$ cat config.mk
export PLATFORM = sky130hd
export DESIGN_NAME = nibble_accum
export DESIGN_NICKNAME = d
export VERILOG_FILES = /design/src/rtl/nibble_accum_pkg.sv /design/src/rtl/nibble_accum.sv
export SDC_FILE = /design/constraint.sdc
export NUM_CORES = 1
export LEC_CHECK = 0
export CAP_MARGIN = 20
export CORE_ASPECT_RATIO = 1.2
export CORE_UTILIZATION = 40
export CTS_BUF_LIST = sky130_fd_sc_hd__clkbuf_8
export CTS_CLUSTER_SIZE = 14
export DETAILED_ROUTE_END_ITERATION = 12
export PLACE_DENSITY_LB_ADDON = 0.2
export SLEW_MARGIN = 10
export SYNTH_ARGS = -nofsm -noshare
export SYNTH_HDL_FRONTEND = slang
export SYNTH_SLANG_ARGS = --single-unit
$ cat constraint.sdc
create_clock -name clk -period 1.6 [get_ports clk]
set_input_delay 0.32 -clock clk [delete_from_list [all_inputs] [get_ports clk]]
set_output_delay 0.32 -clock clk [all_outputs]
set_load 0.02 [all_outputs]
$ cat src/rtl/nibble_accum_pkg.sv
// nibble_accum_pkg: shared FSM states, slice width and counter sizing for nibble_accum
package nibble_accum_pkg;
    localparam int NIB_W = 4;
    typedef enum logic [1:0] {IDLE, ACCUM, DONE} state_t;
    function automatic int cnt_width(input int n);
        return (n > 1) ? $clog2(n) : 1;
    endfunction
endpackage

$ cat src/rtl/nibble_accum.sv
// nibble_accum: assembles LSB-first nibble results from a 4-bit adder slice into a word,
// feeding each nibble's carry back to the slice and presenting the word with a valid/ready handshake
module nibble_accum
    import nibble_accum_pkg::*;
#(
    parameter int NIBBLES = 4
) (
    input  logic                     clk,
    input  logic                     rst_n,
    input  logic                     clr,
    input  logic                     in_valid,
    output logic                     in_ready,
    input  logic [NIB_W-1:0]         nib_s,
    input  logic                     nib_c,
    output logic                     adder_cin,
    output logic                     out_valid,
    input  logic                     out_ready,
    output logic [NIB_W*NIBBLES-1:0] out_sum,
    output logic                     out_cout
);
    localparam int CW = cnt_width(NIBBLES);
    state_t                     state, state_nx;
    logic [CW-1:0]              cnt, cnt_nx;
    logic                       carry, carry_nx;
    logic [NIB_W*NIBBLES-1:0]   sum_nx;
    logic                       cout_nx;
    logic                       xfer, last;
    assign in_ready  = state != DONE;
    assign out_valid = state == DONE;
    assign adder_cin = (state == ACCUM) ? carry : 1'b0;
    assign xfer      = in_valid && in_ready;
    assign last      = cnt == CW'(NIBBLES - 1);
    always_comb begin
        state_nx = state;
        cnt_nx   = cnt;
        carry_nx = carry;
        sum_nx   = out_sum;
        cout_nx  = out_cout;
        if (clr) begin
            state_nx = IDLE;
            cnt_nx   = '0;
            carry_nx = 1'b0;
        end else if (xfer) begin
            for (int i = 0; i < NIBBLES; i++)
                if (cnt == CW'(i)) sum_nx[i*NIB_W +: NIB_W] = nib_s;
            carry_nx = nib_c;
            // counter wraps to 0 on the final nibble so it never exceeds NIBBLES-1
            cnt_nx   = last ? '0 : cnt + CW'(1);
            state_nx = last ? DONE : ACCUM;
            cout_nx  = last ? nib_c : out_cout;
        end else if (state == DONE && out_ready) begin
            state_nx = IDLE;
            cnt_nx   = '0;
            carry_nx = 1'b0;
        end
    end
    always_ff @(posedge clk or negedge rst_n) begin
        if (!rst_n) begin
            state    <= IDLE;
            cnt      <= '0;
            carry    <= 1'b0;
            out_sum  <= '0;
            out_cout <= 1'b0;
        end else begin
            state    <= state_nx;
            cnt      <= cnt_nx;
            carry    <= carry_nx;
            out_sum  <= sum_nx;
            out_cout <= cout_nx;
        end
    end
endmodule

# ---- Word level (Yosys, flattened, before mapping)
# Cells that the tools add are included.
dict set report classes {
  n_addsub 1
  mul 0
  n_div 0
  n_lt_le_gt_ge 0
  n_eq_ne 6
  shifts 0
  mux 11
  n_bitwise 1
  n_reduce_logical 8
}
# cell count
set ops {}
lappend ops {{2-bit two-way mux} 7}
lappend ops {{3-bit AND reduction} 4}
lappend ops {{2-bit == test (second input constant)} 3}
lappend ops {{2-bit by 1-bit == test with 1-bit output (second input constant)} 2}
lappend ops {{1-bit two-way mux} 4}
lappend ops {{3-bit nonzero test} 1}
lappend ops {{2-bit by 1-bit adder with 2-bit output (second input constant)} 1}
lappend ops {{1-bit logical AND} 2}
lappend ops {{2-bit zero test} 1}
lappend ops {{2-bit inequality test (second input constant)} 1}
lappend ops {{1-bit inverter} 1}
dict set report totals {
  register_bits 22
  latch_bits 0
  ram_bits 0
  rom_bits 0
  in_bits 10
  out_inout_bits 20
  mem_count 0
}

# ---- Depth between registers and ports, before layout
# Gate-level depths: netlist of run 1.
dict set report depth {
  ltp_word 5
  depth_mapped 4
}

# ---- Worst setup path after synthesis of run 1
# No wires, ideal clock.
dict set report synth_path {
  path_type {reg2reg}
  start {register state[0]}
  end {register out_sum[0]}
  setup_time_ps 125
  arrival_time_ps 1286
  required_ps 1475
  setup_slack_ps 189
  stages_incl_launch_ff 5
  period_less_slack_ps 1411
  path_cell_list {dfrtp_1 nor2b_4 inv_2 nand3_1 mux2_2}
}
dict set report synth_via {
  elab_chain_cells 3
}
# item line
set synth_lines {}
lappend synth_lines {{from (decl)} nibble_accum.sv:22} ;# state_t state, state_nx;
lappend synth_lines {{from (signal assigned)} nibble_accum.sv:65} ;# state <= state_nx;
lappend synth_lines {{2-bit inequality test} nibble_accum.sv:28} ;# assign in_ready = state != DONE;
lappend synth_lines {{via in_ready} nibble_accum.sv:12} ;# output logic in_ready,
lappend synth_lines {{1-bit logical AND} nibble_accum.sv:31} ;# assign xfer = in_valid && in_ready;
lappend synth_lines {{3-bit AND reduction (no line)} n/a}
lappend synth_lines {{to (signal assigned)} nibble_accum.sv:68} ;# out_sum <= sum_nx;
lappend synth_lines {{to (decl)} nibble_accum.sv:18} ;# output logic [NIB_W*NIBBLES-1:0] out_sum,
# The timed path passes the listed nets, and every way through them passes these cells.
# A chain may end at the register's enable or synchronous reset.

# ---- Worst setup path after layout of run 1
dict set report layout_path {
  start {register out_sum[6]}
  end {output out_sum[6]}
}
# No word-level cell between the ends.

==> run summary, run 1 <==
The flow ran to the end, and the final reports show no timing, DRC or antenna violations. The first routing iteration left 16 violations. The run gives 81.08% as the remaining max-slew budget at the tightest pin.

In this run, synthesis inferred 0 flip-flops with an integrated enable. The total standard cell area after synthesis came out at 987.2 um2. Clock tree synthesis found a total of 22 sinks. The aggregate routed wire length was 2.057 mm; the buffering stage count on the worst path with inverters included was 1. Post-layout instance count excluding filler cells: 137. Walking the worst path, the cells encountered are clkdlybuf4s50_1. Along the worst path, the maximum fanout reaches 2. The critical path ends at out_sum[6]. The final setup violation count is 0. TritonCTS built the clock tree.

Leakage power of the design: 0.6273 nW. The biggest area contributor in the post-synthesis netlist is dfrtp_1. After synthesis, the share of flip-flops with an asynchronous set or reset is 100.0%. STA classifies the critical path endpoint as a primary output.

Synthesis produced a netlist with a net count of 86. The logs give 647.4 MHz for the maximum operating frequency and 122 for the count of nets after finishing. The tools report the H-tree depth as 1. Global routing used 18.11% of the available tracks. The depth of the critical timing path with buffers and inverters included was 1. The worst-case IR drop observed on VDD is 0.8634 mV.

The run gives 0 as the number of buffers inserted for hold repair after clock tree synthesis. The placeable core region is 2306 um2, and the initial antenna violation count is 0. The worst path in the final design needs a cycle of 1.545 ns, including I/O delays and setup.

The hold violation count in the final report is 0. The synthesized design devotes to its leading area cell type 55.77% of total area. The ratio of total power to cell area is 1255 nW/um2. Entering global routing, the biggest net connects 23 pins.

The HPWL reported at the end of detailed placement is 1.502 mm. In the post-synthesis netlist, the biggest area contributors are dfrtp_1 (56%), mux2_2 (21%), ha_1 (6.3%), nor2b_4 (2.8%), nand3_1 (2.0%). The startpoint identified for the worst register-to-register timing path is state[0]$_DFFE_PN0P_. The finished cells cover 1384 um2. The total placed instance area is 1334 um2. For this design the top-level I/O count stands at 30. The worst setup path is launched from a register. Including well taps, the total number of placed cells is 133. Number of cells traversed by the worst register-to-register path: 5.

The total of max-cap violations was 0; the fraction of final layout cells with drive strength greater than 1 was 29.25%. Cells fill 60.01% of the core in the end. Post-detailed-route via-to-cell ratio: 5.102.

During placement, the flow inserted port buffers numbering 29. The clock insertion delay at the later pin of the skew report was 0.26 ns; the worst clock skew was 0.005274 ns. The critical path is of the reg -> out type.

The clock passes through at most 2 buffers. The count of nets left with antenna violations once routing finished came out at 0. Routability-driven placement finished with a final weighted congestion of 0.7122.

Sequential elements use 55.77% of the synthesized area. The run gives 2671 um2 as the area enclosed by the die boundary. The repair_antennas step left the layout with diodes totalling 0. Setup repair after global routing left no endpoint under its margin. The kind of cell with the highest combined delay along the critical path is buffers and inverters. The worst register-to-register path has a setup slack of 0.14 ns.

The most used flip-flop cell after synthesis is dfrtp_1. The delay contributed by the slowest stage of the critical path is 0.61 ns, and the initial standard-cell utilization of the core is 42.81%. The average wire per standard cell was 15.01 um. The die span in y is 56.42 um, and the synthesis-to-layout area growth is 40.18%. The first global-routing pass estimated 3.360 mm of wire.

The type of the tightest min-delay check is in -> async. The overall via count from detail_route was 699. The run gives 0.4090 ns as the smallest hold slack. Dividing the final minimum period by the clock period gives 96.54%.

The number of library cell types mapped by synthesis came out at 20. Root buffer cell: clkbuf_8. Data arrival time of the critical path: 1.22 ns. The synthesized design contains 22 register bits. After technology mapping, the gate count stands at 71.

After detailed routing, the number of remaining DRC violations is 0. During synthesis, Yosys emitted a total of 0 warnings. Detailed-routing iteration count for the pre-antenna-repair pass: 4. The standard cell with the maximum stage delay on the critical path is clkdlybuf4s50_1. The max-slew violation count was 0.

Number of global-route vias before repair: 762. The mean instance size in the synthesized netlist is 13.90 um2, and the CTS clock-pin slew for the worst setup and hold paths is 0.08 ns. Setup TNS: 0 ns. The endpoint identified for the worst register-to-register timing path is out_sum[15]$_DFFE_PN0P_.

At the pin with the least slew margin, the transition time is 0.2838 ns. After floorplanning, the core was divided into 19 placement rows. Fill cells in the final layout number 206. dfrtp_1 is the most common cell in the netlist. The most critical setup path has its startpoint at out_sum[6]$_DFFE_PN0P_. Number of CTS-inserted buffers: 3.

In the synthesized netlist, the cells that appear most often are dfrtp_1 (22), mux2_2 (18), ha_1 (5), nand3_1 (4), inv_1 (3). For the worst setup path, the data required time is 1.28 ns. The overall die width was 47.35 um. Summed over all layers, the global routing overflow is 0.
state kept, by name, indices dropped and copies added (netlist names):
name / cells
carry: 1
cnt: 2
out_cout: 1
out_sum: 16
state: 2
metrics by stage:
step	power, mW	setup WS [ns]
2_1_floorplan	1.048	0.1889
3_3_place_gp	1.354	-0.09579
3_5_place_dp	1.366	-0.1309
4_1_cts	1.763	0.01223
5_1_grt	1.825	0.003481
6_report	1.736	0.05529
cell families (layout without fill, tap and decap cells):
kind of cell	after synthesis	after routing	synth area share, %
compound gates	7	7	4.815
flops	22	22	55.77
simple gates	13	13	9.760
fa+ha+maj	5	5	6.337
mux	18	18	20.53
buf+inv	6	41	2.788
power breakdown:
group	total (mW)	internal (mW)	switching [mW]
registers	0.751	0.682	0.0694
clock network	0.387	0.219	0.169
logic	0.598	0.324	0.274
area by class of cell:
cell class	instances	area, um2	area share, %
multi-input cells	43	409.1	29.57
well taps	31	38.79	2.803
repair buffers	33	315.3	22.78
inverters	4	15.01	1.085
flip-flops and latches	22	550.5	39.78
clock buffers	4	55.05	3.978
placed cells by master, fill, tap and decap left out, types with 2 or more instances in the layout:
master,instances
nand4b_1,2
nand3_1,4
a211oi_1,2
inv_1,3
clkbuf_8,4
dfrtp_1,22
dlygate4sd2_1,2
nor2b_4,2
mux2_2,18
clkdlybuf4s50_1,25
buf_4,4
ha_1,5
o31ai_1,2
how the worst min path moves through the flow:
stage                     cells after the start                      to                   start
after floorplan                               0       carry$_DFFE_PN0P_                   rst_n
after global placement                        1  out_sum[7]$_DFFE_PN0P_  out_sum[7]$_DFFE_PN0P_
after detailed placement                      1  out_sum[7]$_DFFE_PN0P_  out_sum[7]$_DFFE_PN0P_
after CTS                                     2    state[0]$_DFFE_PN0P_                   rst_n
after global routing                          2    state[0]$_DFFE_PN0P_                   rst_n
final                                         2    state[0]$_DFFE_PN0P_                   rst_n
layer usage:
metal  wire, um  vias up  track usage (%)
li1           -      326                -
met1        882      341            22.03
met2       1039       26            27.59
met3         88        6            3.537
met4         46        0            12.24
met5          0        -                0
worst reg2reg max path: cells and delay by family, from the launching register on:
kind | cells | cell delay, ns
multiplexers | 1 | 0.36
buffers and inverters | 2 | 0.23
flip-flops | 1 | 0.43
AND/OR/NAND/NOR | 2 | 0.31
repair_timing:
action | CTS | global route
gates resized for setup | 3 | 3
gates cloned | 0 | 0
setup buffers | 0 | 0
endpoints found under the setup margin | 3 | 2
(Power assumes the default switching activity.)
==> run 2, diff against run 1 <==
--- a/config.mk
+++ b/config.mk
@@ -7,7 +7,8 @@
 export LEC_CHECK = 0
 export CAP_MARGIN = 20
 export CORE_ASPECT_RATIO = 1.2
-export CORE_UTILIZATION = 40
+export CORE_MARGIN = 3
+export CORE_UTILIZATION = 37
 export CTS_BUF_LIST = sky130_fd_sc_hd__clkbuf_8
 export CTS_CLUSTER_SIZE = 14
 export DETAILED_ROUTE_END_ITERATION = 12
==> run 2 against run 1 <==
Compared with the run above:
- largest cell class unchanged
- final cell count did not move
- critical path depth did not move
- flip-flop and latch count did not move
- sequential power barely moved
- hold slack got worse by 0.0018 ns
- combinational power barely moved
- utilization fell by 1.9 points
- worst setup slack got worse by 0.0030 ns
- routed wire length fell by 2.0%
- via count fell by 4.0%
- global-route usage fell by 3.8 points
==> run summary, run 2 (same netlist as run 1, synthesis figures left out) <==
The max-slew violation count was 0; the fill cell instance count of the final layout was 225. Using the TritonRoute via totals, the vias-per-cell ratio works out to 4.898. The tools report the overall via count from detail_route as 671. The shortest period the worst path allows was 1.548 ns. The initial antenna violation count came out at 0.

The critical path goes through clkdlybuf4s50_1. The tools report the worst clock skew as 0.006381 ns. The maximum operating frequency was 646.1 MHz; the fraction of final layout cells with drive strength greater than 1 was 29.25%. Across the run, the number of max-cap violations was 0. The average wire per standard cell is 14.71 um. The HPWL reported at the end of detailed placement came out at 1.475 mm. For the final setup violation count, the log shows 0. The setup TNS is 0 ns. Compared with the post-synthesis result, the final layout area differs by 42.84%. The die span in y works out to 62.59 um. The ratio of total power to cell area was 1320 nW/um2. The initial standard-cell utilization of the core is 40.71%, and the number of design rule violations left after detail routing is 0. After clock tree synthesis, the clock-pin slew on the worst setup and hold paths is 0.08 ns. At the end of the flow, the number of nets in the layout was 122. The worst reg2reg path endpoint is out_sum[3]$_DFFE_PN0P_. The setup check on the worst reg-to-reg path leaves a slack of 0.17 ns. Setup repair after global routing left no endpoint under its margin.

out_sum holds more flip-flops than any other register. The register with the most flip-flops in the layout has 16 of them. Clock tree buffer depth: 2.

The worst path meets setup with 0.05227 ns of slack. The pin count of the biggest net entering global routing is 23, and the overall die width is 53.16 um. The tree is rooted in a clkbuf_8. The first-pass GRT wire length is 3.622 mm. The library cell used most frequently in the layout, excluding fill and tap cells, is clkdlybuf4s50_1. For this run, the detailed router's first-pass iteration total came to 4.

After the first detailed-routing iteration, the DRC count stood at 11. Buffers inserted during clock tree synthesis total 3. The run gives 782 as the number of global-route vias before repair. The hold violation count in the final report was 0. The largest registers in the layout are out_sum x16, cnt x2, state x2. The kind of launch point of the worst setup path is a register. The number of antenna diodes in the final layout is 0. The reg-to-reg startpoint was cnt[0]$_DFFE_PN0P_.

The tools report the data required time of the critical path as 1.28 ns. TritonCTS built the clock tree. The number of cells on the worst reg-to-reg path is 4.

The share of the clock period used by the worst path after layout is 96.73%, and the area enclosed by the die boundary is 3327 um2. Headroom to the max-slew limit came out at 81.11%. The remaining antenna violation count after routing was 0. The flow ran to the end, and the final reports show no timing, DRC or antenna violations.

At the later pin of the worst-skew pair, clock insertion delay measures 0.26 ns. In this run the worst hold path is classified as in -> async. In this design, the stage delay of the slowest critical-path cell is 0.61 ns.

The total clock sinks was 22. STA classifies the critical path endpoint as a primary output. After floorplanning, the core was divided into 19 placement rows. Among cell families on the critical path, the largest total delay comes from buffers and inverters. Wires add up to 2.015 mm. The placeable core region is 2425 um2. In the layout the commonest cells are clkdlybuf4s50_1 (24), dfrtp_1 (21), mux2_2 (18), ha_1 (5). The buffering stage count on the worst path with inverters included was 1; the transition time of the tightest slew-check pin was 0.2826 ns. Data arrives at the worst endpoint at 1.23 ns. The total overflow left after global routing is 0. The H-tree depth is 1, and the final RePlAce weighted congestion is 0.8238. After clock tree synthesis, the setup repair step added 0 buffers. Of all nets on the critical path, the largest fanout is 2. IR analysis of the VDD net gives a maximum drop of 0.8880 mV. The setup slack at placement was -0.1096 ns; the aggregate global-route resource usage was 14.27%. The top-level I/O count came out at 30. The analysis attributes to cell leakage a power of 0.6433 nW.

The standard cell with the maximum stage delay on the critical path was clkdlybuf4s50_1. The number of port buffers came out at 29. The startpoint-to-endpoint class of the critical path was reg -> out.
[run 2: cell types whose count changed in the layout (fill, tap and decap cells not counted), sizes merged]
| cell | delta |
|---|---|
| clkbuf | -2 |
| clkdlybuf4s15 | +2 |
| clkdlybuf4s50 | -1 |
| dlymetal6s2s | +1 |
| bufinv | +1 |
| dlygate4sd2 | -1 |
[run 2: power breakdown]
| group | internal [mW] | total, mW | switching (mW) |
|---|---|---|---|
| Combinational | 0.324 | 0.597 | 0.274 |
| Sequential | 0.682 | 0.749 | 0.0676 |
| Clock | 0.334 | 0.515 | 0.181 |
[run 2: repair_timing]
action	CTS	global route
hold buffers	0	0
endpoints found under the setup margin	3	4
resized for setup	3	5
[run 2: how the worst max path moves through the flow]
stage,startpoint,to,cells after the start,slack (ns)
after floorplan,state[0]$_DFFE_PN0P_,out_sum[0]$_DFFE_PN0P_,4,0.19
after global placement,in_valid,out_sum[8]$_DFFE_PN0P_,4,-0.09
final,out_sum[4]$_DFFE_PN0P_,out_sum[4],1,0.05
after CTS,state[0]$_DFFE_PN0P_,in_ready,3,0.01
after detailed placement,in_valid,out_sum[2]$_DFFE_PN0P_,4,-0.11
after global routing,out_sum[8]$_DFFE_PN0P_,out_sum[8],1,0.0002
[run 2: final cells by class]
| class | instances | area, um2 | area share (%) |
|---|---|---|---|
| Inverter | 4 | 15.01 | 1.065 |
| Clock inverter | 1 | 30.03 | 2.130 |
| Clock buffer | 3 | 41.29 | 2.928 |
| Timing Repair Buffer | 33 | 324.1 | 22.98 |
| Multi-Input combinational cell | 43 | 409.1 | 29.02 |
| Sequential cell | 22 | 551.8 | 39.13 |
| Tap cell | 31 | 38.79 | 2.751 |
[run 2: stage by stage]
step                total power, mW  hold WS (ns)  cell area [um2]  std cells  util [%]
global placement              1.360        0.4875             1334        133     55.01
CTS                           1.886        0.4173             1401        137     57.79
floorplan                     1.048       0.02441            987.2         71         -
finish                        1.861        0.4072             1410        137     58.15
global route                  1.966        0.4269             1410        137     58.15
detailed placement            1.367        0.4915             1334        133     55.01
[run 2: layer usage]
metal / wire, um / GRT usage, % / up-vias
met2: 976 / 22.98 / 23
met3: 113 / 3.819 / 2
met1: 907 / 17.63 / 326
met4: 18 / 5.751 / 0
met5: 0 / 0 / -
li1: - / - / 320
==> run 3, diff against run 2 <==
--- a/config.mk
+++ b/config.mk
@@ -17,3 +17,4 @@
 export SYNTH_ARGS = -nofsm -noshare
 export SYNTH_HDL_FRONTEND = slang
 export SYNTH_SLANG_ARGS = --single-unit
+export TNS_END_PERCENT = 5
==> results of run 3 <==
No change in the layout: final DEF, timing and power equal those of run 2.
